===== config.mk =====
export PLATFORM = sky130hd
export DESIGN_NAME = caxi4interconnect_wr_src_fifo
export DESIGN_NICKNAME = d
export VERILOG_FILES = /design/src/rtl/caxi4interconnect_wr_src_fifo.sv
export SDC_FILE = /design/constraint.sdc
export NUM_CORES = 1
export LEC_CHECK = 0
export BUFFER_PORTS_ARGS = -buffer_cell sky130_fd_sc_hd__buf_2
export CAP_MARGIN = 40
export CORE_MARGIN = 4
export CORE_UTILIZATION = 45
export CTS_CLUSTER_DIAMETER = 120
export DETAILED_ROUTE_END_ITERATION = 10
export PLACE_DENSITY = 0.67
export SLEW_MARGIN = 20
export SYNTH_ARGS = -nofsm -noshare
export SYNTH_HDL_FRONTEND = slang
export SYNTH_SLANG_ARGS = --single-unit

===== constraint.sdc =====
create_clock -name sysClk -period 4.07 [get_ports sysClk]
set_input_delay 0.814 -clock sysClk [delete_from_list [all_inputs] [get_ports sysClk]]
set_output_delay 0.814 -clock sysClk [all_outputs]
set_load 0.05 [all_outputs]

===== src/rtl/caxi4interconnect_wr_src_fifo.sv =====
// ---------------------------------------------------------------------------
// caxi4interconnect_wr_src_fifo
//
// Per-slave write-ordering FIFO. It sits upstream of the write data mux and
// remembers which master won each AW grant toward this slave. The head entry
// steers the W channel to that master. The entry is retired when the data mux
// reports the last beat of the burst.
//
// Ports
//   sysClk         system clock, rising edge
//   sysReset       asynchronous, active-low reset
//   awPush         AW handshake to this slave completed this cycle
//   awMaster       master number granted for that AW
//   fifoFull       no free entry; the AW arbiter must not grant this slave
//   wrMasterValid  head entry valid (FIFO non-empty)
//   srcMaster      master number in the head entry (0 when empty)
//   dataFifoRd     pop request: last W beat transferred
//   fifoCount      current occupancy, 0..DEPTH
//   overflowErr    sticky: push seen while full with no pop
//   underflowErr   sticky: pop seen while empty
// ---------------------------------------------------------------------------
module caxi4interconnect_wr_src_fifo #(
    parameter int NUM_MASTERS_WIDTH = 2,
    parameter int DEPTH_WIDTH       = 2
) (
    input  logic                         sysClk,
    input  logic                         sysReset,
    input  logic                         awPush,
    input  logic [NUM_MASTERS_WIDTH-1:0] awMaster,
    output logic                         fifoFull,
    output logic                         wrMasterValid,
    output logic [NUM_MASTERS_WIDTH-1:0] srcMaster,
    input  logic                         dataFifoRd,
    output logic [DEPTH_WIDTH:0]         fifoCount,
    output logic                         overflowErr,
    output logic                         underflowErr
);

    localparam int                DEPTH     = 1 << DEPTH_WIDTH;
    localparam logic [DEPTH_WIDTH:0] DEPTH_CNT = (DEPTH_WIDTH + 1)'(DEPTH);

    logic [NUM_MASTERS_WIDTH-1:0] mem [DEPTH];
    logic [DEPTH_WIDTH-1:0]       wr_ptr;
    logic [DEPTH_WIDTH-1:0]       rd_ptr;
    logic [DEPTH_WIDTH:0]         count;

    logic pop_ok;
    logic push_ok;

    // Status outputs come from registered state only. There is no
    // combinational path from awPush/dataFifoRd to any output.
    assign wrMasterValid = (count != '0);
    assign fifoFull      = (count == DEPTH_CNT);
    assign fifoCount     = count;
    assign srcMaster     = wrMasterValid ? mem[rd_ptr] : '0;

    // A pop on an empty FIFO is never accepted. A push into a full FIFO is
    // accepted only when a pop frees the head entry in the same cycle.
    assign pop_ok  = dataFifoRd & wrMasterValid;
    assign push_ok = awPush & (~fifoFull | pop_ok);

    // NOTE: the storage array is deliberately left out of the reset. The count
    // gates every read, so stale contents are never observed, and a reset-free
    // array can map onto plain flops or distributed RAM.
    always_ff @(posedge sysClk) begin
        if (push_ok) begin
            mem[wr_ptr] <= awMaster;
        end
    end

    // NOTE: sequential state uses non-blocking assignments only. Each register
    // then samples the pre-edge value of every other register, whatever order
    // the statements appear in.
    always_ff @(posedge sysClk or negedge sysReset) begin
        if (!sysReset) begin
            wr_ptr       <= '0;
            rd_ptr       <= '0;
            count        <= '0;
            overflowErr  <= 1'b0;
            underflowErr <= 1'b0;
        end else begin
            // The pointers wrap naturally because they are DEPTH_WIDTH bits wide.
            if (push_ok) begin
                wr_ptr <= wr_ptr + 1'b1;
            end
            if (pop_ok) begin
                rd_ptr <= rd_ptr + 1'b1;
            end

            if (push_ok && !pop_ok) begin
                count <= count + 1'b1;
            end else if (pop_ok && !push_ok) begin
                count <= count - 1'b1;
            end

            if (awPush && !push_ok) begin
                overflowErr <= 1'b1;
            end
            if (dataFifoRd && !wrMasterValid) begin
                underflowErr <= 1'b1;
            end
        end
    end

endmodule


Word-level counts from Yosys, hierarchy flattened
Memory sizes are Yosys's and may differ from the RTL's.
Cells that the tools add are included.

word-level totals
  register bits = 9
  bits in writable memories = 8
  input bits = 6
  output and inout port bits = 9
  memories kept = 1

cells by class
  add/sub/neg operators = 4
  eq/ne operators = 1
  mux-type cells = 5
  bitwise logic cells = 4
  reduce and logical (&&, ||, !) cells = 9

memories
  memory  words  width  rd ports  clocked after memory_dff  wr ports  line  source
  mem     4      2      1         0                         1         42    logic [NUM_MASTERS_WIDTH-1:0] mem [DEPTH];

operators with widths
  kind                   number
  $mux W3                2
  $add A2 B1 Y2 const B  2
  $logic_and A1 B1 Y1    4
  $add A3 B1 Y3 const B  1
  $eq A3 B3 Y1 const B   1
  $logic_not A1 Y1       3
  $reduce_bool A3 Y1     1
  $sub A3 B1 Y3 const B  1
  $and A1 B1 Y1          2
  $mux W1                2
  $mux W2                1
  $reduce_bool A2 Y1     1
  $not A1 Y1             1
  $or A1 B1 Y1           1

Depth between registers and ports, before layout
Gate-level depths: netlist of the first run.

  depth after elaboration = 8
  depth in mapped cells = 9
  gate-level depth less buffers = 8

Worst setup path before layout of the first run
Ideal clock, no wire load.

  path kind = register to output
  start point = register count[2] (netlist: fifoCount[2])
  end point = output fifoFull
  arrival time = 1.887 ns
  data required time = 3.256 ns
  path slack = 1.369 ns
  cell stages (with the launch flop) = 2
  cells stage by stage = dfrtp_1 -> nor3b_1

on the way
  longest elaborated chain between the ends = 1

ends and longest elaborated chain
  element                 line  source
  from (decl)             45    logic [DEPTH_WIDTH:0] count;
  from (signal assigned)  91    count <= count + 1'b1;
  from (signal assigned)  93    count <= count - 1'b1;
  $eq A3 B3 Y1            53    assign fifoFull = (count == DEPTH_CNT);
  to (decl)               30    output logic fifoFull,

Every way passes these cells.

Final worst setup path of the first run
  start point = register rd_ptr[0]
  end point = output srcMaster[0]

on the way
  longest elaborated chain between the ends = 2

ends and longest elaborated chain
  element                 line  source
  from (decl)             44    logic [DEPTH_WIDTH-1:0] rd_ptr;
  from (signal assigned)  87    rd_ptr <= rd_ptr + 1'b1;
  $mem_v2 Z4 W2           --
  $mux W2                 55    assign srcMaster = wrMasterValid ? mem[rd_ptr] : '0;
  to (decl)               32    output logic [NUM_MASTERS_WIDTH-1:0] srcMaster,

Every way passes these cells.

==> results.toml, run 1 <==
[yosys]
synth_area_leaders = "edfxtp_1 30%, dfrtp_1 28%, ha_1 7.7%"
yosys.area_share.simple_pct = 11.56
synth_area_sq_um = 812.0
synth_top_family_by_area = "simple AND/OR/NAND/NOR gates"
synth_xor_area_share_pct = 6.471
yosysTopAreaCellShare_pct = 29.58
synth_fp_nets = 66
synthMuxAreaShare_pct = 8.783
synthDistinctLibCells = 22
syn_area_per_cell_sq_um = 15.04
yosys_warnings = 0
synth-compound-area-share_pct = 1.849
synth_fa_ha_area_share_pct = 10.17
ys_seq_area_share_pct = 57.32
synthCells = 54
yosysTopAreaCell = "edfxtp_1"
synth_seq_cells = 17

[grt]
grt_max_degree = 10
antenna_found_initial = 0
grt_use_total_pct = 10.38
grt_pass1_vias = 431
grt_pass1_wl_mm = 1.911
grt.overflow.total = 0

[floorplanning]
rows = 15
core_sq_um = 1727
die_width_um = 50.48
die_area_sq_um = 2548
start_util_pct = 47.03
io-pin-count = 15
die_h_um = 50.48

[status]
status = "finished clean"

[cells_and_area]
utilization_pct = 53.48
syn_to_final_growth_pct = 13.71
layout.nets = 83
stdcell_area_sq_um = 923.4
drive_above_1_share_pct = 31.43
antenna_cells = 0

[route]
vias = 438
vias_per_cell = 4.611
drc_errors = 0
drtIter0Drc = 12
firstDrtPassIters = 4
ant_nets = 0
drt-total-wl_mm = 1.119
wl_per_cell_um = 11.78

[cts]
cts_resized = 0
cts_tree = "done"
cts_setup_buffers = 0
clkTransAtPathRegs_ns = 0.10
insertion_delay_ns = 0.28
cts_buffer_depth = 2
cts_hold_buf = 0
htreeDepth = 1
clkSinkCount = 17
cts-root-buf = "clkbuf_4"
cts_buffers = 3

[setup_path]
start_kind = "flip-flop"
required_ns = 3.26
path_max_fanout = 4
crit_type = "reg2out"
cp.arrival_ns = 1.63
cp-end-kind = "primary output"

[min_path]
hold_class = "in2async"

[timing]
tns_ns = 0
hold_viol = 0
relSlewSlack_pct = 69.66
clock_skew_ns = 0.008541
fmax_mhz = 409.3
maxSlewViolCount = 0
worstMarginPinSlew_ns = 0.4541
fin_crit_ns = 2.443
rsz0062_at_grt = "false"
finalCritPeriodShare_pct = 60.03
holdWs_ns = 0.3562
setup_viol = 0

[placed_design]
portBuffers = 14
dp_hpwl_um = 886.3
placed_cell_area_sq_um = 897.1
gp_congestion = 0.6668

[job]
cap_violations = 0
[cells by family (layout without fill, tap and decap cells)]
| group | Yosys count | after routing |
|---|---|---|
| muxes | 4 | 4 |
| xor gates and xnor gates | 6 | 6 |
| buffers and inverters | 6 | 22 |
| and+or+nand+nor | 13 | 13 |
| AOI/OAI and AO/OA | 2 | 2 |
| adders and majority gates | 6 | 6 |
| DFF | 17 | 17 |
[critical path, cell delays in order (launching register included)]
cell and delay [ns]:
dfrtp_1 0.46, mux4_2 0.52, and2_1 0.16, buf_2 0.20
[cell usage after synthesis, drive strengths merged]
library cell,instances
o21bai,1
a21o,1
nor2b,1
nor3b,1
and2,6
fa,1
clkbuf,1
mux4,2
inv,4
nor2,1
mux2,2
xor2,2
nor4b,1
edfxtp,8
nand3,1
nand2,1
buf,1
ha,5
xnor2,4
or3,1
dfrtp,9
[flip-flops by register name, indices dropped and copies added (netlist names)]
| register | count |
|---|---|
| underflowErr | 1 |
| mem | 8 |
| wr_ptr | 2 |
| overflowErr | 1 |
| fifoCount | 3 |
| rd_ptr | 2 |
[area by class of cell]
cell class | instances | area, sq um
fillers | 159 | 803.3
flip-flops and latches | 17 | 465.4
multi-input cells | 31 | 315.3
repair buffers | 14 | 70.07
well taps | 25 | 31.28
clock buffers | 4 | 26.28
inverters | 4 | 15.01
[placed cells by master, fill, tap and decap left out, drive strengths merged]
master,count
a21o,1
and2,6
buf,14
clkbuf,4
dfrtp,9
edfxtp,8
fa,1
ha,5
inv,4
mux2,2
mux4,2
nand2,1
nand3,1
nor2,1
nor2b,1
nor3b,1
nor4b,1
o21bai,1
or3,1
xnor2,4
xor2,2
[stage by stage]
stage / setup WS, ns / instances
finish: 1.627 / 95
global route: 1.554 / 95
CTS: 1.607 / 95
detailed placement: 1.456 / 91
global placement: 1.487 / 91
floorplan: 1.369 / 54
[final timing paths]
kind | startpoint | to | slack (ns) | cells after the start
worst min register to register | overflowErr$_DFFE_PN0P_ | overflowErr$_DFFE_PN0P_ | 0.47 | 1
max in group asynchronous | sysReset | wr_ptr[1]$_DFFE_PN0P_ | 3.53 | 1
worst max-delay path | rd_ptr[0]$_DFFE_PN0P_ | srcMaster[0] | 1.63 | 3
min in group sysClk | overflowErr$_DFFE_PN0P_ | overflowErr$_DFFE_PN0P_ | 0.47 | 1
worst max register to register | fifoCount[1]$_DFFE_PN0P_ | fifoCount[2]$_DFFE_PN0P_ | 1.90 | 8
worst min-delay path | sysReset | rd_ptr[1]$_DFFE_PN0P_ | 0.36 | 1
[layer usage]
| metal | wire (um) | share of wire [%] | GRT usage, % | vias up |
|---|---|---|---|---|
| met5 | 0 | 0 | 0 | - |
| met4 | 12 | 1.1 | 6.726 | 0 |
| met3 | 45 | 4.0 | 2.671 | 2 |
| met2 | 501 | 45 | 13.91 | 9 |
| met1 | 559 | 50 | 14.67 | 214 |
| li1 | - | - | - | 213 |
Power of run 1 is not shown: default switching activity piles up to over one toggle a cycle in this logic, so the estimate is an artifact.
==> run 2: changes to the inputs <==
clock period = 2.4 ns   (was 4.07 ns; I/O delays follow)
==> results.toml, run 2 (same netlist as run 1, synthesis figures left out) <==
[status]
status = "finished clean"

[route]
vias_per_cell = 4.552
ant_nets = 0
drtIter0Drc = 4
vias = 437
drc_errors = 0
drt-total-wl_mm = 1.208
wl_per_cell_um = 12.58
firstDrtPassIters = 3

[cts]
clkSinkCount = 17
cts_tree = "done"
cts_hold_buf = 0
insertion_delay_ns = 0.28
htreeDepth = 1
cts_buffer_depth = 2
cts-root-buf = "clkbuf_4"
cts_buffers = 3
cts_setup_buffers = 0
clkTransAtPathRegs_ns = 0.10
cts_resized = 0

[floorplanning]
rows = 15
start_util_pct = 47.03
die_h_um = 50.48
io-pin-count = 15
core_sq_um = 1727
die_area_sq_um = 2548
die_width_um = 50.48

[timing]
relSlewSlack_pct = 83.47
worstMarginPinSlew_ns = 0.2496
holdWs_ns = 0.03290
hold_viol = 0
rsz0062_at_grt = "false"
finalCritPeriodShare_pct = 91.21
fin_crit_ns = 2.189
fmax_mhz = 456.8
clock_skew_ns = 0.005541
tns_ns = 0
setup_viol = 0
maxSlewViolCount = 0

[grt]
grt_pass1_vias = 468
grt_use_total_pct = 11.34
grt_pass1_wl_mm = 2.139
grt_max_degree = 11
antenna_found_initial = 0
grt.overflow.total = 0

[job]
cap_violations = 0

[cells_and_area]
top_register = "mem"
antenna_cells = 0
largest_reg_flops = 8
stdcell_area_sq_um = 935.9
syn_to_final_growth_pct = 15.25
layout.nets = 84
mostFrequentLayoutCells = "14 x buf_2, 8 x edfxtp_1, 6 x and2_1, 6 x dfrtp_1, 5 x ha_1"
drive_above_1_share_pct = 38.03
final_common_cell = "buf_2"

[setup_path]
crit_type = "reg2reg"
path_max_fanout = 6
required_ns = 2.61
reg2reg_from = "fifoCount[2]$_DFFE_PN0P_"
path_cells = "or3_1, nand2_1, ha_1, inv_1, fa_1, xor2_1, nor2_1, xor2_1"
crit_top_cell = "xor2_1"
cp-end-kind = "flip-flop"
cp-startpoint = "fifoCount[2]$_DFFE_PN0P_"
cp_slowest_stage_delay_ns = 0.48
crit_slowest_cell = "or3_1"
start_kind = "flip-flop"
cp.arrival_ns = 2.40

[min_path]
hold_class = "in2async"

[placed_design]
gp_congestion = 0.6603
placed_cell_area_sq_um = 908.4
portBuffers = 14
dp_hpwl_um = 963.2
==> run 2: cell count changes in the layout (fill, tap and decap cells not counted) <==
cell	previous run	this run
buf_4	0	1
clkbuf_1	1	0
clkinv_2	0	1
dfrtp_1	9	6
dfrtp_2	0	3
==> run 2: per-stage QoR <==
| step | std cells | setup slack, ns | utilization, % |
|---|---|---|---|
| global placement | 92 | 0.2762 | 52.61 |
| global route | 96 | 0.06298 | 54.20 |
| finish | 96 | 0.2109 | 54.20 |
| floorplan | 54 | 0.002504 | - |
| detailed placement | 92 | 0.1970 | 52.61 |
| CTS | 96 | 0.1817 | 54.20 |
==> run 2: worst paths after layout <==
path                                            end  slack, ns  cells past startpoint
min in group sysClk         overflowErr$_DFFE_PN0P_       0.41                      2
min reg2reg                 overflowErr$_DFFE_PN0P_       0.46                      1
max reg2reg                fifoCount[2]$_DFFE_PN0P_       0.21                      8
max                        fifoCount[2]$_DFFE_PN0P_       0.21                      8
max in group asynchronous  fifoCount[0]$_DFFE_PN0P_       2.16                      1
min                           rd_ptr[0]$_DFFE_PN0P_       0.03                      1
==> run 2: worst max-delay path: cells and delay by family, from the launching register on <==
family	cells	cell delay [ns]
xor+xnor	2	0.30
simple gates	3	0.75
flops	1	0.45
fa+ha+maj	2	0.56
buf+inv	1	0.06
==> run 2: cell type report <==
class                           instances  area [sq um]
Timing Repair Buffer                   15         77.57
Tap cell                               25         31.28
Inverter                                4         15.01
Clock inverter                          1         5.005
Fill cell                             160         790.8
Sequential cell                        17         469.2
Multi-Input combinational cell         31         315.3
Clock buffer                            3         22.52
==> run 2: per-layer routing <==
metal	wire, um	track usage (%)
met2	599	18.48
met3	38	4.451
met1	557	14.12
met4	12	2.691
met5	0	0
Power of run 2 is left out for the same reason.
==> run 3: changes to the inputs <==
==> constraint.sdc (replaced) <==
create_clock -name sysClk -period 2.4 [get_ports sysClk]
set_input_delay 0.24 -clock sysClk [delete_from_list [all_inputs] [get_ports sysClk]]
set_output_delay 0.24 -clock sysClk [all_outputs]
set_load 0.05 [all_outputs]
==> results.toml, run 3 (same netlist as run 1, synthesis figures left out) <==
[cells_and_area]
final_common_cell = "buf_2"
layout.nets = 85
antenna_cells = 0
top_register = "mem"
drive_above_1_share_pct = 37.50
n_fill_cell = 170
largest_reg_flops = 8
utilization_pct = 54.78
syn_to_final_growth_pct = 16.49
mostFrequentLayoutCells = "14 x buf_2, 8 x edfxtp_1, 6 x and2_1, 6 x dfrtp_1, 5 x ha_1"

[setup_path]
start_kind = "flip-flop"
cp_slowest_stage_delay_ns = 0.46
critPathBufInv = 1
crit_slowest_cell = "dfrtp_2"
path_cells = "or3_1, nand2_1, ha_1, inv_1, fa_1, xor2_1, nor2_1, xor2_1"
cp.arrival_ns = 2.37
crit_top_cell = "xor2_1"
crit_type = "reg2reg"
required_ns = 2.61
path_max_fanout = 6
cp-end-kind = "flip-flop"
crit_family = "simple AND/OR/NAND/NOR gates"

[cts]
insertion_delay_ns = 0.28
cts_buffer_depth = 2
cts_hold_buf = 1
clkTransAtPathRegs_ns = 0.10
htreeDepth = 1
clkSinkCount = 17
cts_tree = "done"
cts_setup_buffers = 0
cts-root-buf = "clkbuf_4"
cts_buffers = 3
cts_resized = 0

[route]
wl_per_cell_um = 11.40
drc_errors = 0
vias_per_cell = 4.557
ant_nets = 0
drtIter0Drc = 1
drt-total-wl_mm = 1.106
firstDrtPassIters = 2
vias = 442

[timing]
fin_crit_ns = 2.163
tns_ns = 0
fmax_mhz = 462.4
relSlewSlack_pct = 83.29
rsz0062_at_grt = "false"
worstMarginPinSlew_ns = 0.2524
setup_viol = 0
finalCritPeriodShare_pct = 90.12
maxSlewViolCount = 0
hold_viol = 0
clock_skew_ns = 0.008895

[grt]
grt.overflow.total = 0
antenna_found_initial = 0
grt_pass1_wl_mm = 2.001
grt_use_total_pct = 10.51
grt_max_degree = 11
grt_pass1_vias = 467

[placed_design]
gp_congestion = 0.7329
dp_hpwl_um = 929.7
portBuffers = 14

[floorplanning]
io-pin-count = 15
die_area_sq_um = 2548
die_width_um = 50.48
die_h_um = 50.48
start_util_pct = 47.03
core_sq_um = 1727
rows = 15

[job]
cap_violations = 0

[min_path]
hold_class = "in2reg"

[status]
status = "finished clean"
[run 3: changes by cell type in the layout (fill, tap and decap cells not counted)]
cell           before  now
dlygate4sd3_1       0    1
[run 3: worst reg2reg max path: cells and delay by family, from the launching register on]
family / cells / cell delay (ns)
and+or+nand+nor: 3 / 0.71
adders and majority gates: 2 / 0.56
xor gates and xnor gates: 2 / 0.30
buffers and inverters: 1 / 0.06
DFF: 1 / 0.46
[run 3: per-stage QoR]
stage                     worst slack [ns]  area, sq um  instances  hold slack (ns)
after global routing               0.09329        945.9         97           0.1589
final                               0.2372        945.9         97           0.1698
after floorplan                   0.002504        815.8         54         -0.05559
after global placement              0.2804        908.4         92           0.1020
after detailed placement            0.2406        908.4         92           0.1088
after CTS                           0.2212        945.9         97           0.1641
[run 3: path summary, 6_finish.rpt]
kind                                          start                        to  slack [ns]  cells past startpoint
max                        fifoCount[1]$_DFFE_PN0P_  fifoCount[2]$_DFFE_PN0P_        0.24                      8
min                                          awPush   overflowErr$_DFFE_PN0P_        0.17                      2
max reg2reg                fifoCount[1]$_DFFE_PN0P_  fifoCount[2]$_DFFE_PN0P_        0.24                      8
min reg2reg                 overflowErr$_DFFE_PN0P_   overflowErr$_DFFE_PN0P_        0.46                      1
max in group asynchronous                  sysReset  fifoCount[0]$_DFFE_PN0P_        1.85                      2
min in group asynchronous                  sysReset  underflowErr$_DFFE_PN0P_        0.35                      2
[run 3: area by class of cell]
| type | count | area, sq um | area share (%) |
|---|---|---|---|
| clock buffers | 3 | 22.52 | 2.381 |
| clock inverters | 1 | 5.005 | 0.5291 |
| inverters | 4 | 15.01 | 1.587 |
| multi-input cells | 31 | 315.3 | 33.33 |
| flip-flops and latches | 17 | 469.2 | 49.60 |
| well taps | 25 | 31.28 | 3.307 |
| repair buffers | 16 | 87.58 | 9.259 |
[run 3: metal layers]
metal	vias up	global-route usage, %	wire [um]
li1	220	-	-
met1	211	12.77	485
met2	9	17.61	553
met3	2	3.858	55
met4	0	2.691	12
met5	-	0	0
Power of run 3 is left out for the same reason.
